File: config.mk
export PLATFORM = sky130hd
export DESIGN_NAME = ps2_receiver
export DESIGN_NICKNAME = d
export VERILOG_FILES = /design/src/rtl/ps2_receiver.sv
export SDC_FILE = /design/constraint.sdc
export NUM_CORES = 1
export LEC_CHECK = 0
export BUFFER_PORTS_ARGS = -buffer_cell sky130_fd_sc_hd__buf_2
export CAP_MARGIN = 20
export CORE_MARGIN = 1.5
export CORE_UTILIZATION = 55
export DETAILED_ROUTE_END_ITERATION = 8
export PLACE_DENSITY = 0.84
export SLEW_MARGIN = 20
export SYNTH_ARGS = -nofsm -noshare
export SYNTH_HDL_FRONTEND = slang
export SYNTH_SLANG_ARGS = --single-unit
File: constraint.sdc
create_clock -name clock -period 1.96 [get_ports clock]
set_input_delay 0.098 -clock clock [delete_from_list [all_inputs] [get_ports clock]]
set_output_delay 0.098 -clock clock [all_outputs]
set_load 0.02 [all_outputs]
File: src/rtl/ps2_receiver.sv
// PS/2 device-to-host frame receiver: start, 8 data bits LSB-first, odd parity, stop.
// Consumes the glitch-filtered clock level/strobe and samples a synchronised data line on each fall.
module ps2_receiver #(
    parameter int unsigned TIMEOUT = 5000,
    parameter int unsigned TW      = 13
) (
    input  logic       clock,
    input  logic       reset,
    input  logic       ps2_clk_f,
    input  logic       ps2_clk_chg,
    input  logic       ps2_data,
    output logic [7:0] rx_data,
    output logic       rx_valid,
    input  logic       rx_ack,
    output logic       err_parity,
    output logic       err_frame,
    output logic       err_timeout,
    output logic       overrun,
    output logic       busy
);

    typedef enum logic [1:0] {IDLE, DATA, PARITY, STOP} state_t;

    state_t        state, state_nxt;
    logic          data_meta, data_s;
    logic          fall;
    logic          expired;
    logic [7:0]    sr;
    logic [2:0]    bitcnt;
    logic          par_ok;
    logic [TW-1:0] to_cnt;
    logic          good_done, frame_bad, parity_bad;

    // The PS/2 data line is asynchronous; the idle level is high.
    always_ff @(posedge clock) begin
        if (reset) begin
            data_meta <= 1'b1;
            data_s    <= 1'b1;
        end else begin
            data_meta <= ps2_data;
            data_s    <= data_meta;
        end
    end

    assign fall    = ps2_clk_chg & ~ps2_clk_f;
    assign expired = (state != IDLE) && (to_cnt == '0) && !fall;

    always_ff @(posedge clock) begin
        if (reset) state <= IDLE;
        else       state <= state_nxt;
    end

    always_comb begin
        state_nxt = state;
        if (expired) begin
            state_nxt = IDLE;
        end else if (fall) begin
            case (state)
                IDLE:    if (!data_s) state_nxt = DATA;
                DATA:    if (bitcnt == 3'd7) state_nxt = PARITY;
                PARITY:  state_nxt = STOP;
                STOP:    state_nxt = IDLE;
                default: state_nxt = IDLE;
            endcase
        end
    end

    // Frame outcome at the stop-bit fall; a bad stop bit masks any parity result.
    always_comb begin
        busy       = (state != IDLE);
        frame_bad  = (state == STOP) && fall && !data_s;
        parity_bad = (state == STOP) && fall && data_s && !par_ok;
        good_done  = (state == STOP) && fall && data_s && par_ok;
    end

    always_ff @(posedge clock) begin
        if (reset) begin
            sr          <= '0;
            bitcnt      <= '0;
            par_ok      <= 1'b0;
            to_cnt      <= TW'(TIMEOUT - 1);
            rx_data     <= '0;
            rx_valid    <= 1'b0;
            err_parity  <= 1'b0;
            err_frame   <= 1'b0;
            err_timeout <= 1'b0;
            overrun     <= 1'b0;
        end else begin
            err_parity  <= parity_bad;
            err_frame   <= frame_bad;
            err_timeout <= expired;
            overrun     <= good_done && rx_valid && !rx_ack;

            if (fall || state == IDLE) to_cnt <= TW'(TIMEOUT - 1);
            else                       to_cnt <= to_cnt - TW'(1);

            if (fall) begin
                case (state)
                    IDLE:    bitcnt <= '0;
                    DATA: begin
                        sr     <= {data_s, sr[7:1]};
                        bitcnt <= bitcnt + 3'd1;
                    end
                    PARITY:  par_ok <= ^sr ^ data_s;
                    default: ;
                endcase
            end else if (expired) begin
                sr <= '0;
            end

            // A new good byte wins over a coincident ack so rx_valid stays set.
            if (good_done) begin
                rx_data  <= sr;
                rx_valid <= 1'b1;
            end else if (rx_ack) begin
                rx_valid <= 1'b0;
            end
        end
    end

endmodule
# Word-level counts from Yosys, hierarchy flattened
# Cells that the tools add are included.
# totals
regBits,42
output_inout_bits,14
# classes
addsub,2
n_eq_ne,7
mux,9
bitwise,3
n_reduce_logical,27
# ops
op,n
$mux 8,3
$logic_not 13->1,1
$sub 13x1->13 const B,1
$logic_and 1x1->1,9
$pmux 2 s4,1
$reduce_bool 2->1,4
$reduce_xor 8->1,1
$pmux 3 s2,1
$reduce_and 2->1,3
$eq 2x2->1 const B,2
$logic_not 1->1,4
$mux 2,2
$ne 2x2->1 const B,2
$reduce_or 2->1,2
$add 3x1->3 const B,1
$eq 3x3->1 const B,1
$reduce_and 3->1,1
$eq 2x1->1 const B,1
$logic_not 2->1,1
$mux 1,2
$ne 2x1->1 const B,1
$and 1x1->1,1
$logic_or 1x1->1,1
$not 1->1,1
$xor 1x1->1,1

# Depth between registers and ports, before layout
# Gate-level depths: netlist (run 1).
# depth
depth_word,7
ltp_mapped,6
depth_no_buf,6

# Worst setup path after synthesis (run 1)
# OpenSTA, ideal clock, no wires.
# synth_path
path_kind,flip-flop to flip-flop
from,register state[0]
to,register to_cnt[7]
setup_time_ns,0.147
arrival_ns,1.570
path_slack_ns,0.243
path_stages_with_launch,7
path_buffers,1
period_less_slack_ns,1.717
path_cell_list,dfxtp_1 -> inv_1 -> ha_1 -> or2_2 -> clkbuf_1 -> nor2_1 -> o311ai_1
# synth_via
elab_chain_cells,3
# synth_lines
element,line,text
"start, declared",24,"state_t state, state_nxt;"
"start signal, assigned",50,else state <= state_nxt;
$logic_not 2->1,94,if (fall || state == IDLE) to_cnt <= TW'(TIMEOUT - 1);
$logic_or 1x1->1,94,
$reduce_or 2->1 (no source line),n/a,
"end signal, assigned",81,to_cnt <= TW'(TIMEOUT - 1);
"end signal, assigned",94,
"end signal, assigned",95,else to_cnt <= to_cnt - TW'(1);
"end, declared",31,logic [TW-1:0] to_cnt;
# Every way passes these cells.
# A chain may end at the register's enable or synchronous reset.

# Worst setup path in the final report (run 1)
# Ends and elaborated chain as after synthesis.

==> summary.md, run 1 <==
| Metric | Value |
|---|---|
| Maxcap violations | 0 |
| Synth Cell Area | about 1800 sq um |
| Sequential element share of the synthesized area | approximately 47% |
| Core footprint | ~3100 sq um |
| Minimum period implied by the final worst setup slack | between 1.5 and 2 ns |
| Most used flip-flop cell after synthesis | sky130_fd_sc_hd__dfxtp_1 |
| Via count | ~1400 |
| Post-detailed-placement half-perimeter wirelength | between 2000 and 2500 microns |
| CTS Root Buffer Type | sky130_fd_sc_hd__clkbuf_4 |
| Number of flops mapped to enable cells by yosys | 0 |
| Die Area | roughly 3600 sq um |
| Outcome | completed |
| DRT Pass-1 Iters | 4 |
| Final cycle utilization of the critical path | 84.2% |
| Effective utilization at floorplan | between 50% and 60% |
| Type of the worst setup path | reg2reg |
| Distinct cell type count of the synthesized netlist | 40 |
| Number of synthesized register bits | between 40 and 50 |
| Clock Sink Count | 42 |
| Floorplan die width | ~60 microns |
| Worst slew margin relative to its limit | ~64% |
| Cell internal pwr | roughly 1.0 mW |
| Clock Pin Slew Worst Setup and Hold Paths | about 0.12 ns |
| Clock latency at the later pin of the worst-skew pair | between 0.3 and 0.4 ns |
| Gr usage total | about a fifth |
| H-tree level count | 2 |
| Largest vdd supply drop | approximately 420 uV |
| Combinational share of power | 3.1% |
| Synthesized area divided by synthesized cell count | about 9.2 sq um |
| Clock Skews | between 0.004 and 0.005 ns |
| Post-synthesis instance total | 197 |
| Power Density | between 600 and 700 nW/um^2 |
| Site row count | 20 |
| WL/cell | between 10 and 15 microns |
| Boundary Pins | 20 |
| Clock power share | about a third |
| CTS tree | done |
| Number of violations reported at the end of detailed-routing iteration 0 | 41 |
| Post-CTS setup buffer count | 0 |
| Worst setup slack after layout | slightly above 0.3 ns |
| Wire length of the first global-routing pass | about 5600 microns |
| Number of buffers added on ports | 19 |
| Switching power | between 0.2 and 0.3 mW |
| Library cell with the largest summed area after synthesis | sky130_fd_sc_hd__dfxtp_1 |
| Post-detailed-route via-to-cell ratio | 5.38 |
| Actual slew at the worst max-slew pin | 0.537 ns |
| Number of routed nets with antenna violations | 0 |
| Area share of the largest cell type after synthesis | between 40% and 50% |
| Final count of hold timing violations | 0 |
| Setup repair after global routing missed its margin | false |
| Switching Share | 21.9% |
| Warnings from Yosys | 0 |
| Non-Filler Instances | ~260 |
| Final wirelength | ~3300 microns |
| Synth async-reset ratio | 0% |
| Proportion of power drawn by flip-flops and latches | between 60 and 70% |
| Net Count, Synth | 210 |
| Net count of the finished layout | 231 |
| Kind of capture point of the worst setup path | register |
| Pre-CTS worst setup slack | approximately 0.31 ns |
| Worst path arrival time | around 1.9 ns |
| CP Max Fanout | 10 |
| Crit path required time | roughly 2.2 ns |
| Static leakage | roughly 0.78 nW |
| Setup TNS | 0 ns |
| Placed cells | 254 |
| Overflow after GRT | 0 |
| Gpl congestion | 0.795 |
| Final number of setup-violating endpoints | 0 |
| Die height | roughly 60 microns |
| Maximum number of pins on one net before global-route repair | 32 |
| Layout cells sized above 1 | 16.9% |
| Total CTS buffers | 5 |
| Initial antenna violation count | 0 |
| Via count of the first global-routing pass | 1252 |
| Final-layout fill cell count | 261 |
| Worst min-delay path category | in2reg |
| Area delta synth->final | 11.7% |
| Count of inserted antenna diode cells | 0 |
| Element type at the critical path start | register |
| Clk buf depth | 2 |
| Residual DRC count | 0 |
| Final Slew Violations | 0 |
| Highest attainable clock frequency | around 0.6 GHz |
| Final core occ | between 60% and 70% |
| Top post-synthesis cells by area | sky130_fd_sc_hd__dfxtp_1, sky130_fd_sc_hd__nand2_1, sky130_fd_sc_hd__a21oi_1, sky130_fd_sc_hd__ha_1, sky130_fd_sc_hd__o211ai_1 |
==> cell usage in the layout, fill, tap and decap left out, drive strengths merged, types with 3 or more instances in the layout <==
master / synthesis / final
dfxtp: 42 / 42
nand2: 35 / 35
buf: 1 / 23
a21oi: 19 / 19
nor2: 12 / 12
o211ai: 9 / 9
xnor2: 7 / 7
ha: 7 / 7
clkbuf: 9 / 7
inv: 5 / 5
xor2: 5 / 5
or3: 4 / 4
nand3: 4 / 4
or2: 3 / 3
nor3: 3 / 3
nand3b: 3 / 3
nor4: 3 / 3
==> Yosys cell counts, types with 2 or more instances <==
cell type	instances
sky130_fd_sc_hd__dfxtp_1	42
sky130_fd_sc_hd__xnor2_1	7
sky130_fd_sc_hd__a21oi_1	19
sky130_fd_sc_hd__nand2b_1	2
sky130_fd_sc_hd__or3_1	4
sky130_fd_sc_hd__ha_1	7
sky130_fd_sc_hd__mux2i_1	2
sky130_fd_sc_hd__inv_1	5
sky130_fd_sc_hd__o211ai_1	9
sky130_fd_sc_hd__or2_2	3
sky130_fd_sc_hd__o21ai_0	2
sky130_fd_sc_hd__nand2_1	35
sky130_fd_sc_hd__xor2_1	5
sky130_fd_sc_hd__nor2b_1	2
sky130_fd_sc_hd__a22oi_1	2
sky130_fd_sc_hd__nor2_1	12
sky130_fd_sc_hd__clkbuf_1	9
sky130_fd_sc_hd__nand3_1	4
sky130_fd_sc_hd__nor3_1	3
sky130_fd_sc_hd__nand3b_1	3
==> worst max-delay path: stages (launching register included) <==
cell and delay, ns:
sky130_fd_sc_hd__dfxtp_1 0.40, sky130_fd_sc_hd__inv_1 0.08, sky130_fd_sc_hd__ha_1 0.26, sky130_fd_sc_hd__or2_2 0.41, sky130_fd_sc_hd__nor2_1 0.12, sky130_fd_sc_hd__buf_4 0.17
sky130_fd_sc_hd__o311ai_1 0.09
==> layer usage <==
| layer | share of wire, % | global-route usage (%) | vias to the layer above | wire, microns |
|---|---|---|---|---|
| li1 | - | - | 721 | - |
| met2 | 46 | 32.3 | 39 | 1500 |
| met5 | 0 | 0 | - | 0 |
| met4 | 2.1 | 8.57 | 0 | 70 |
| met1 | 47 | 26.5 | 647 | 1540 |
| met3 | 4.9 | 6.49 | 7 | 160 |
==> cell type report <==
type	count	area, sq um	share of cell area [%]
Multi-Input combinational cell	140	907	45.0
Sequential cell	42	841	41.7
Timing Repair Buffer	24	135	6.70
Clock buffer	7	55.1	2.73
Tap cell	44	55.1	2.73
Inverter	5	18.8	0.931
Clock inverter	1	5.00	0.248
==> worst paths after layout <==
| kind | cells after the start | startpoint | slack [ns] | end |
|---|---|---|---|---|
| worst max-delay path | 6 | state[0]$_SDFFE_PP0P_ | 0.31 | to_cnt[7]$_SDFF_PP1_ |
| worst min-delay path | 3 | rx_ack | 0.02 | overrun$_SDFF_PP0_ |
| worst max register to register | 6 | state[0]$_SDFFE_PP0P_ | 0.31 | to_cnt[7]$_SDFF_PP1_ |
| worst min register to register | 1 | data_meta$_SDFF_PP1_ | 0.42 | data_s$_SDFF_PP1_ |
==> registers in the layout, indices dropped and copies added (netlist names), 2 cells and up <==
signal / cells
bitcnt: 3
to_cnt: 13
state: 2
rx_data: 8
sr: 8
==> stage by stage <==
step | area [sq um] | hold slack [ns] | power [mW]
after floorplan | 1810 | 0.202 | 0.907
after global placement | 1950 | 0.282 | 0.919
after detailed placement | 1950 | 0.285 | 0.919
after CTS | 2020 | 0.00136 | 1.36
after global routing | 2020 | 0.00955 | 1.40
final | 2020 | 0.0157 | 1.34
==> power groups by stage <==
stage / logic [mW] / clock network, mW / registers [mW]
after floorplan: 0.0300 / 0 / 0.877
after global placement: 0.0400 / 0 / 0.879
after detailed placement: 0.0404 / 0 / 0.879
after CTS: 0.0421 / 0.454 / 0.860
after global routing: 0.0472 / 0.489 / 0.861
final: 0.0420 / 0.439 / 0.860
==> what timing repair did <==
item | CTS | global route
setup endpoints to repair | 0 | 0
endpoints found under the hold margin | 1 | 0
hold buffers | 1 | 0
gates resized for setup | 0 | 0
==> cell families (layout without fill, tap and decap cells) <==
kind of cell,after synthesis,count (layout),synth area share (%)
XOR/XNOR,13,13,7.07
flip-flops,42,42,46.6
AND/OR/NAND/NOR,79,79,23.8
adder cells (fa/ha/maj),7,7,4.85
AO/OA/AOI/OAI,39,39,13.4
multiplexers,2,2,1.11
buffers and inverters,15,37,3.19
Power figures use the tool's default switching activity.
==> run 2: changes to the inputs <==
- clock period: 1.96 -> 1.67 ns (I/O delays scaled with it)
==> summary.md, run 2 (synthesis gave the netlist of run 1 again) <==
| Metric | Value |
|---|---|
| Number of cells on the worst hold path | 4 |
| Area delta synth->final | 18.5% |
| Final count of hold timing violations | 0 |
| Clock Sink Count | 42 |
| Capture point of the worst reg-to-reg path | sr[2]$_SDFFE_PP0P_ |
| DRT Pass-1 Iters | 4 |
| H-tree level count | 2 |
| Overflow after GRT | 0 |
| Clock Pin Slew Worst Setup and Hold Paths | ~0.13 ns |
| Actual slew at the worst max-slew pin | about 0.54 ns |
| Registers with the most flip-flops | to_cnt (13), rx_data (8), sr (8) |
| Commonest non-fill, non-tap cell in the layout | sky130_fd_sc_hd__dfxtp_1 |
| Switching Share | a little over a fifth |
| Outcome | completed |
| Via count | 1483 |
| Element type at the critical path start | register |
| Busiest layer in global routing | met2 |
| Type of the worst setup path | reg2reg |
| Final Slew Violations | 0 |
| Minimum period implied by the final worst setup slack | roughly 1.6 ns |
| Maxcap violations | 0 |
| WL/cell | about 13 microns |
| Proportion of power drawn by flip-flops and latches | roughly 64% |
| Non-Filler Instances | approximately 280 |
| Final cycle utilization of the critical path | between 90% and 100% |
| Number of flip-flops under the largest register name | 13 |
| Global routing met3 resource utilization | under 10% |
| Die height | between 60 and 70 microns |
| Via count of the first global-routing pass | between 1000 and 1500 |
| Maximum number of pins on one net before global-route repair | 32 |
| CTS Root Buffer Type | sky130_fd_sc_hd__clkbuf_4 |
| Clock power share | around a third |
| Core footprint | a little over 3000 sq um |
| Final number of setup-violating endpoints | 0 |
| Gpl congestion | roughly 0.78 |
| Power Density | 738 nW/um^2 |
| Register with the most flip-flops | to_cnt |
| Effective utilization at floorplan | between 50% and 60% |
| Worst slew margin relative to its limit | between 60 and 70% |
| Placed cells | around 260 |
| Site row count | 20 |
| Met2 capacity usage during global routing | a little under two fifths |
| Cell depth of the worst flop-to-flop path | 7 |
| Gr usage total | about 22% |
| Kind of capture point of the worst setup path | register |
| Final-layout fill cell count | ~260 |
| Worst-case hold slack | between 0.15 and 0.2 ns |
| Clk buf depth | 2 |
| Post-detailed-route via-to-cell ratio | ~5.4 |
| Floorplan die width | around 60 microns |
| Net count of the finished layout | roughly 240 |
| Combinational share of power | under 10% |
| Residual DRC count | 0 |
| Highest attainable clock frequency | 0.632 GHz |
| Cell internal pwr | between 1 and 1.5 mW |
| Minimum setup slack among reg-to-reg paths | between 0.08 and 0.09 ns |
| Number of routed nets with antenna violations | 0 |
| Wire length of the first global-routing pass | 5870 microns |
| Clock Skews | roughly 0.024 ns |
| Reg-to-Reg Start | to_cnt[0]$_SDFF_PP1_ |
| Worst hold path startpoint | ps2_clk_chg |
| CTS tree | done |
| Hold Path End | par_ok$_SDFFE_PP0P_ |
| Worst min-delay path category | in2reg |
| Total CTS buffers | 5 |
| Die Area | ~3600 sq um |
| Layout cells sized above 1 | 22.9% |
| Number of violations reported at the end of detailed-routing iteration 0 | a little over 50 |
| Met1 routing resource usage after global routing | a little over a quarter |
| Static leakage | roughly 0.86 nW |
| Switching power | around 0.35 mW |
| Setup TNS | 0 ns |
| Crit path required time | 1.89 ns |
| Post-detailed-placement half-perimeter wirelength | 2490 microns |
| Largest vdd supply drop | approximately 430 uV |
| Highest-count cells in the layout ignoring fill and taps | sky130_fd_sc_hd__dfxtp_1, sky130_fd_sc_hd__nand2_1, sky130_fd_sc_hd__a21oi_1, sky130_fd_sc_hd__buf_2, sky130_fd_sc_hd__buf_4 |
| Clock latency at the later pin of the worst-skew pair | between 0.3 and 0.4 ns |
| Number of buffers added on ports | 19 |
| Final wirelength | 3650 microns |
| CP Max Fanout | 5 |
| Count of inserted antenna diode cells | 0 |
| Initial antenna violation count | 0 |
| Boundary Pins | 20 |
| Worst path arrival time | about 1.8 ns |
run 2: power by group through the flow:
stage / Sequential [mW] / Clock, mW / Combinational (mW)
final: 1.01 / 0.515 / 0.0554
after global routing: 1.01 / 0.574 / 0.0608
after CTS: 1.01 / 0.524 / 0.0545
after detailed placement: 1.03 / 0 / 0.0509
after global placement: 1.03 / 0 / 0.0492
after floorplan: 1.03 / 0 / 0.0354
run 2: worst max-delay path, stage by stage, from the launching register on:
cell,delay (ns)
sky130_fd_sc_hd__dfxtp_2,0.35
sky130_fd_sc_hd__inv_1,0.05
sky130_fd_sc_hd__ha_1,0.20
sky130_fd_sc_hd__nor4b_4,0.21
sky130_fd_sc_hd__buf_4,0.18
sky130_fd_sc_hd__nand4b_2,0.16
sky130_fd_sc_hd__o211ai_1,0.23
sky130_fd_sc_hd__a21oi_1,0.09
run 2: layout make-up:
class	instances	area (sq um)	share of cell area [%]
repair buffers	35	220	10.3
clock inverters	1	5.00	0.234
inverters	5	18.8	0.877
multi-input cells	141	942	44.0
well taps	44	55.1	2.57
clock buffers	7	55.1	2.57
flip-flops and latches	42	843	39.4
run 2: worst max path at each step:
| stage | start | end | slack [ns] | cells after the start |
|---|---|---|---|---|
| final | to_cnt[0]$_SDFF_PP1_ | sr[2]$_SDFFE_PP0P_ | 0.09 | 7 |
| after global routing | to_cnt[0]$_SDFF_PP1_ | sr[2]$_SDFFE_PP0P_ | -0.04 | 7 |
| after CTS | to_cnt[0]$_SDFF_PP1_ | sr[3]$_SDFFE_PP0P_ | 0.01 | 6 |
| after detailed placement | to_cnt[0]$_SDFF_PP1_ | sr[3]$_SDFFE_PP0P_ | 0.03 | 6 |
| after global placement | to_cnt[1]$_SDFF_PP1_ | to_cnt[9]$_SDFF_PP1_ | 0.07 | 4 |
| after floorplan | state[0]$_SDFFE_PP0P_ | to_cnt[7]$_SDFF_PP1_ | 0.06 | 6 |
run 2: stage by stage:
| stage | utilization (%) | setup WS (ns) | power [mW] | instance area [sq um] |
|---|---|---|---|---|
| after floorplan | - | 0.0592 | 1.06 | 1810 |
| after detailed placement | 65.3 | 0.0300 | 1.08 | 2010 |
| after CTS | 67.9 | 0.0109 | 1.59 | 2090 |
| final | 69.5 | 0.0877 | 1.58 | 2140 |
| after global placement | 65.3 | 0.0722 | 1.08 | 2010 |
| after global routing | 69.5 | -0.0388 | 1.65 | 2140 |
run 2: repair_timing:
item,CTS,global route
setup buffers,0,2
hold endpoints to repair,2,0
gates resized for setup,0,5
hold buffers,2,0
setup endpoints to repair,0,13
run 2: metal layers:
layer / routed length [microns] / vias up
met3: 140 / 7
met5: 0 / -
li1: - / 754
met4: 37 / 0
met1: 1570 / 689
met2: 1910 / 33
==> run 3: changes to the inputs <==
- ABC_CLOCK_PERIOD_IN_PS: unset -> 1670
- GPL_TIMING_DRIVEN: unset -> 0
==> summary.md, run 3 (synthesis gave the netlist of run 1 again) <==
| Metric | Value |
|---|---|
| Outcome | completed |
| Clock latency at the later pin of the worst-skew pair | ~0.35 ns |
| Maxcap violations | 0 |
| Max stage delay cell, worst path | sky130_fd_sc_hd__or4_1 |
| Hold Path End | overrun$_SDFF_PP0_ |
| Summed area of non-filler cells in the final layout | 2100 sq um |
| Gr usage total | 20.7% |
| Final Slew Violations | 0 |
| Top cell family by delay on the critical path | simple AND/OR/NAND/NOR gates |
| Total CTS buffers | 5 |
| Residual DRC count | 0 |
| Via count | around 1400 |
| Worst path arrival time | about 1.8 ns |
| Largest vdd supply drop | between 400 and 500 uV |
| Gpl congestion | just over 0.8 |
| Maximum number of pins on one net before global-route repair | 13 |
| Layout cells sized above 1 | around 17% |
| Type of the worst setup path | reg2reg |
| Via count of the first global-routing pass | between 1000 and 1500 |
| Busiest layer in global routing | met2 |
| Highest attainable clock frequency | 0.635 GHz |
| Wire length of the first global-routing pass | around 5500 microns |
| Total power | around 1.7 mW |
| Effective utilization at floorplan | between 50% and 60% |
| Final core occ | about 68% |
| Area delta synth->final | 16.1% |
| Post-detailed-placement half-perimeter wirelength | between 2000 and 2500 microns |
| Met2 capacity usage during global routing | a little under a third |
| Cell depth of the worst flop-to-flop path | 5 |
| Overflow after GRT | 0 |
| CP Max Fanout | 7 |
| Die Area | roughly 3600 sq um |
| Global routing met3 resource utilization | between 6 and 7% |
| Actual slew at the worst max-slew pin | between 0.5 and 0.6 ns |
| DRT Pass-1 Iters | 4 |
| Capture point of the worst reg-to-reg path | to_cnt[11]$_SDFF_PP0_ |
| Commonest non-fill, non-tap cell in the layout | sky130_fd_sc_hd__dfxtp_1 |
| Worst hold path startpoint | rx_ack |
| Registers with the most flip-flops | to_cnt (13), rx_data (8), sr (8) |
| CTS tree | done |
| Buffering stage count on the worst path with inverters included | 1 |
| Site row count | 20 |
| Worst min-delay path category | in2reg |
| Worst slew margin relative to its limit | between 60% and 70% |
| Clock Skews | 0.0125 ns |
| Final count of hold timing violations | 0 |
| Number of cells on the worst hold path | 3 |
| Core footprint | between 3000 and 4000 sq um |
| Cell-by-cell trace of the critical path | or4_1 -> buf_2 -> nor4_4 -> xnor2_1 -> nor2_1 |
| Clock Sink Count | between 40 and 50 |
| Post-detailed-route via-to-cell ratio | about 5.3 |
| CTS Root Buffer Type | sky130_fd_sc_hd__clkbuf_4 |
| Area after DPL | between 1500 and 2000 sq um |
| Minimum setup slack among reg-to-reg paths | between 0.09 and 0.1 ns |
| Final wirelength | roughly 3400 microns |
| Slowest stage delay, CP | 0.50 ns |
| WL/cell | 12.7 microns |
| Count of inserted antenna diode cells | 0 |
| Final number of setup-violating endpoints | 0 |
| Final cycle utilization of the critical path | between 90% and 100% |
| Register with the most flip-flops | to_cnt |
| Initial antenna violation count | 0 |
| Highest-count cells in the layout ignoring fill and taps | sky130_fd_sc_hd__dfxtp_1, sky130_fd_sc_hd__nand2_1, sky130_fd_sc_hd__buf_2, sky130_fd_sc_hd__a21oi_1, sky130_fd_sc_hd__nor2_1 |
| Static leakage | about 0.80 nW |
| Number of buffers added on ports | 19 |
| Power Density | between 800 and 900 nW/um^2 |
| Minimum period implied by the final worst setup slack | ~1.6 ns |
| Number of flip-flops under the largest register name | 13 |
| Kind of capture point of the worst setup path | register |
| Clock Pin Slew Worst Setup and Hold Paths | about 0.12 ns |
| Number of violations reported at the end of detailed-routing iteration 0 | 58 |
| H-tree level count | 2 |
| Setup repair after global routing missed its margin | false |
| Reg-to-Reg Start | to_cnt[1]$_SDFF_PP1_ |
| Floorplan die width | about 60 microns |
| Number of routed nets with antenna violations | 0 |
| Crit path required time | between 1.5 and 2 ns |
| Net count of the finished layout | around 240 |
| Clk buf depth | 2 |
| Worst-case hold slack | 0.0317 ns |
| Element type at the critical path start | register |
| Boundary Pins | 20 |
| Crit path from | to_cnt[1]$_SDFF_PP1_ |
| Met1 routing resource usage after global routing | a little over a quarter |
| Die height | 60.3 microns |
==> run 3: through the flow <==
| stage | worst slack (ns) | instances | TNS [ns] |
|---|---|---|---|
| 2_1_floorplan | 0.0592 | 197 | 0 |
| 3_3_place_gp | -0.204 | 260 | -1.85 |
| 3_5_place_dp | -0.246 | 260 | -1.85 |
| 4_1_cts | 0.0178 | 270 | 0 |
| 5_1_grt | 0.00655 | 270 | 0 |
| 6_report | 0.0955 | 270 | 0 |
==> run 3: worst max path at each step <==
stage                            endpoint  slack, ns  cells after the start
floorplan            to_cnt[7]$_SDFF_PP1_       0.06                      6
global placement     to_cnt[7]$_SDFF_PP1_      -0.20                      6
detailed placement   to_cnt[7]$_SDFF_PP1_      -0.25                      6
CTS                    sr[1]$_SDFFE_PP0P_       0.02                      4
global route           sr[1]$_SDFFE_PP0P_      0.007                      6
finish              to_cnt[11]$_SDFF_PP0_        0.1                      5
==> run 3: report_power, final <==
part	total [mW]	switching [mW]	internal [mW]
clock	0.629	0.312	0.318
combinational	0.0573	0.0346	0.0227
sequential	1.01	0.00222	1.01
total	1.69	0.348	1.35
==> run 3: repair_timing <==
| item | CTS | global route |
|---|---|---|
| setup endpoints to repair | 18 | 13 |
| hold endpoints to repair | 3 | 0 |
| setup buffers | 1 | 0 |
| hold buffers | 2 | 0 |
| cloned | 0 | 0 |
| resized for setup | 3 | 5 |
| pin swaps | 1 | 0 |
==> run 3: area by class of cell <==
| cell class | instances | area [sq um] |
|---|---|---|
| Buffer | 9 | 35.0 |
| Clock buffer | 7 | 45.0 |
| Clock inverter | 1 | 30.0 |
| Fill cell | 254 | 981 |
| Inverter | 5 | 18.8 |
| Multi-Input combinational cell | 140 | 948 |
| Sequential cell | 42 | 842 |
| Tap cell | 44 | 55.1 |
| Timing Repair Buffer | 22 | 123 |
==> run 3: worst min-delay path, stage by stage <==
cell and delay, ns:
sky130_fd_sc_hd__buf_2 0.07, sky130_fd_sc_hd__nand2b_1 0.13, sky130_fd_sc_hd__nor3_1 0.06
==> run 3: metal layers <==
| metal | part of all wire [%] | wire [microns] |
|---|---|---|
| met5 | 0 | 0 |
| met3 | 4.9 | 167 |
| met2 | 46 | 1570 |
| met4 | 1.6 | 55 |
| met1 | 48 | 1630 |
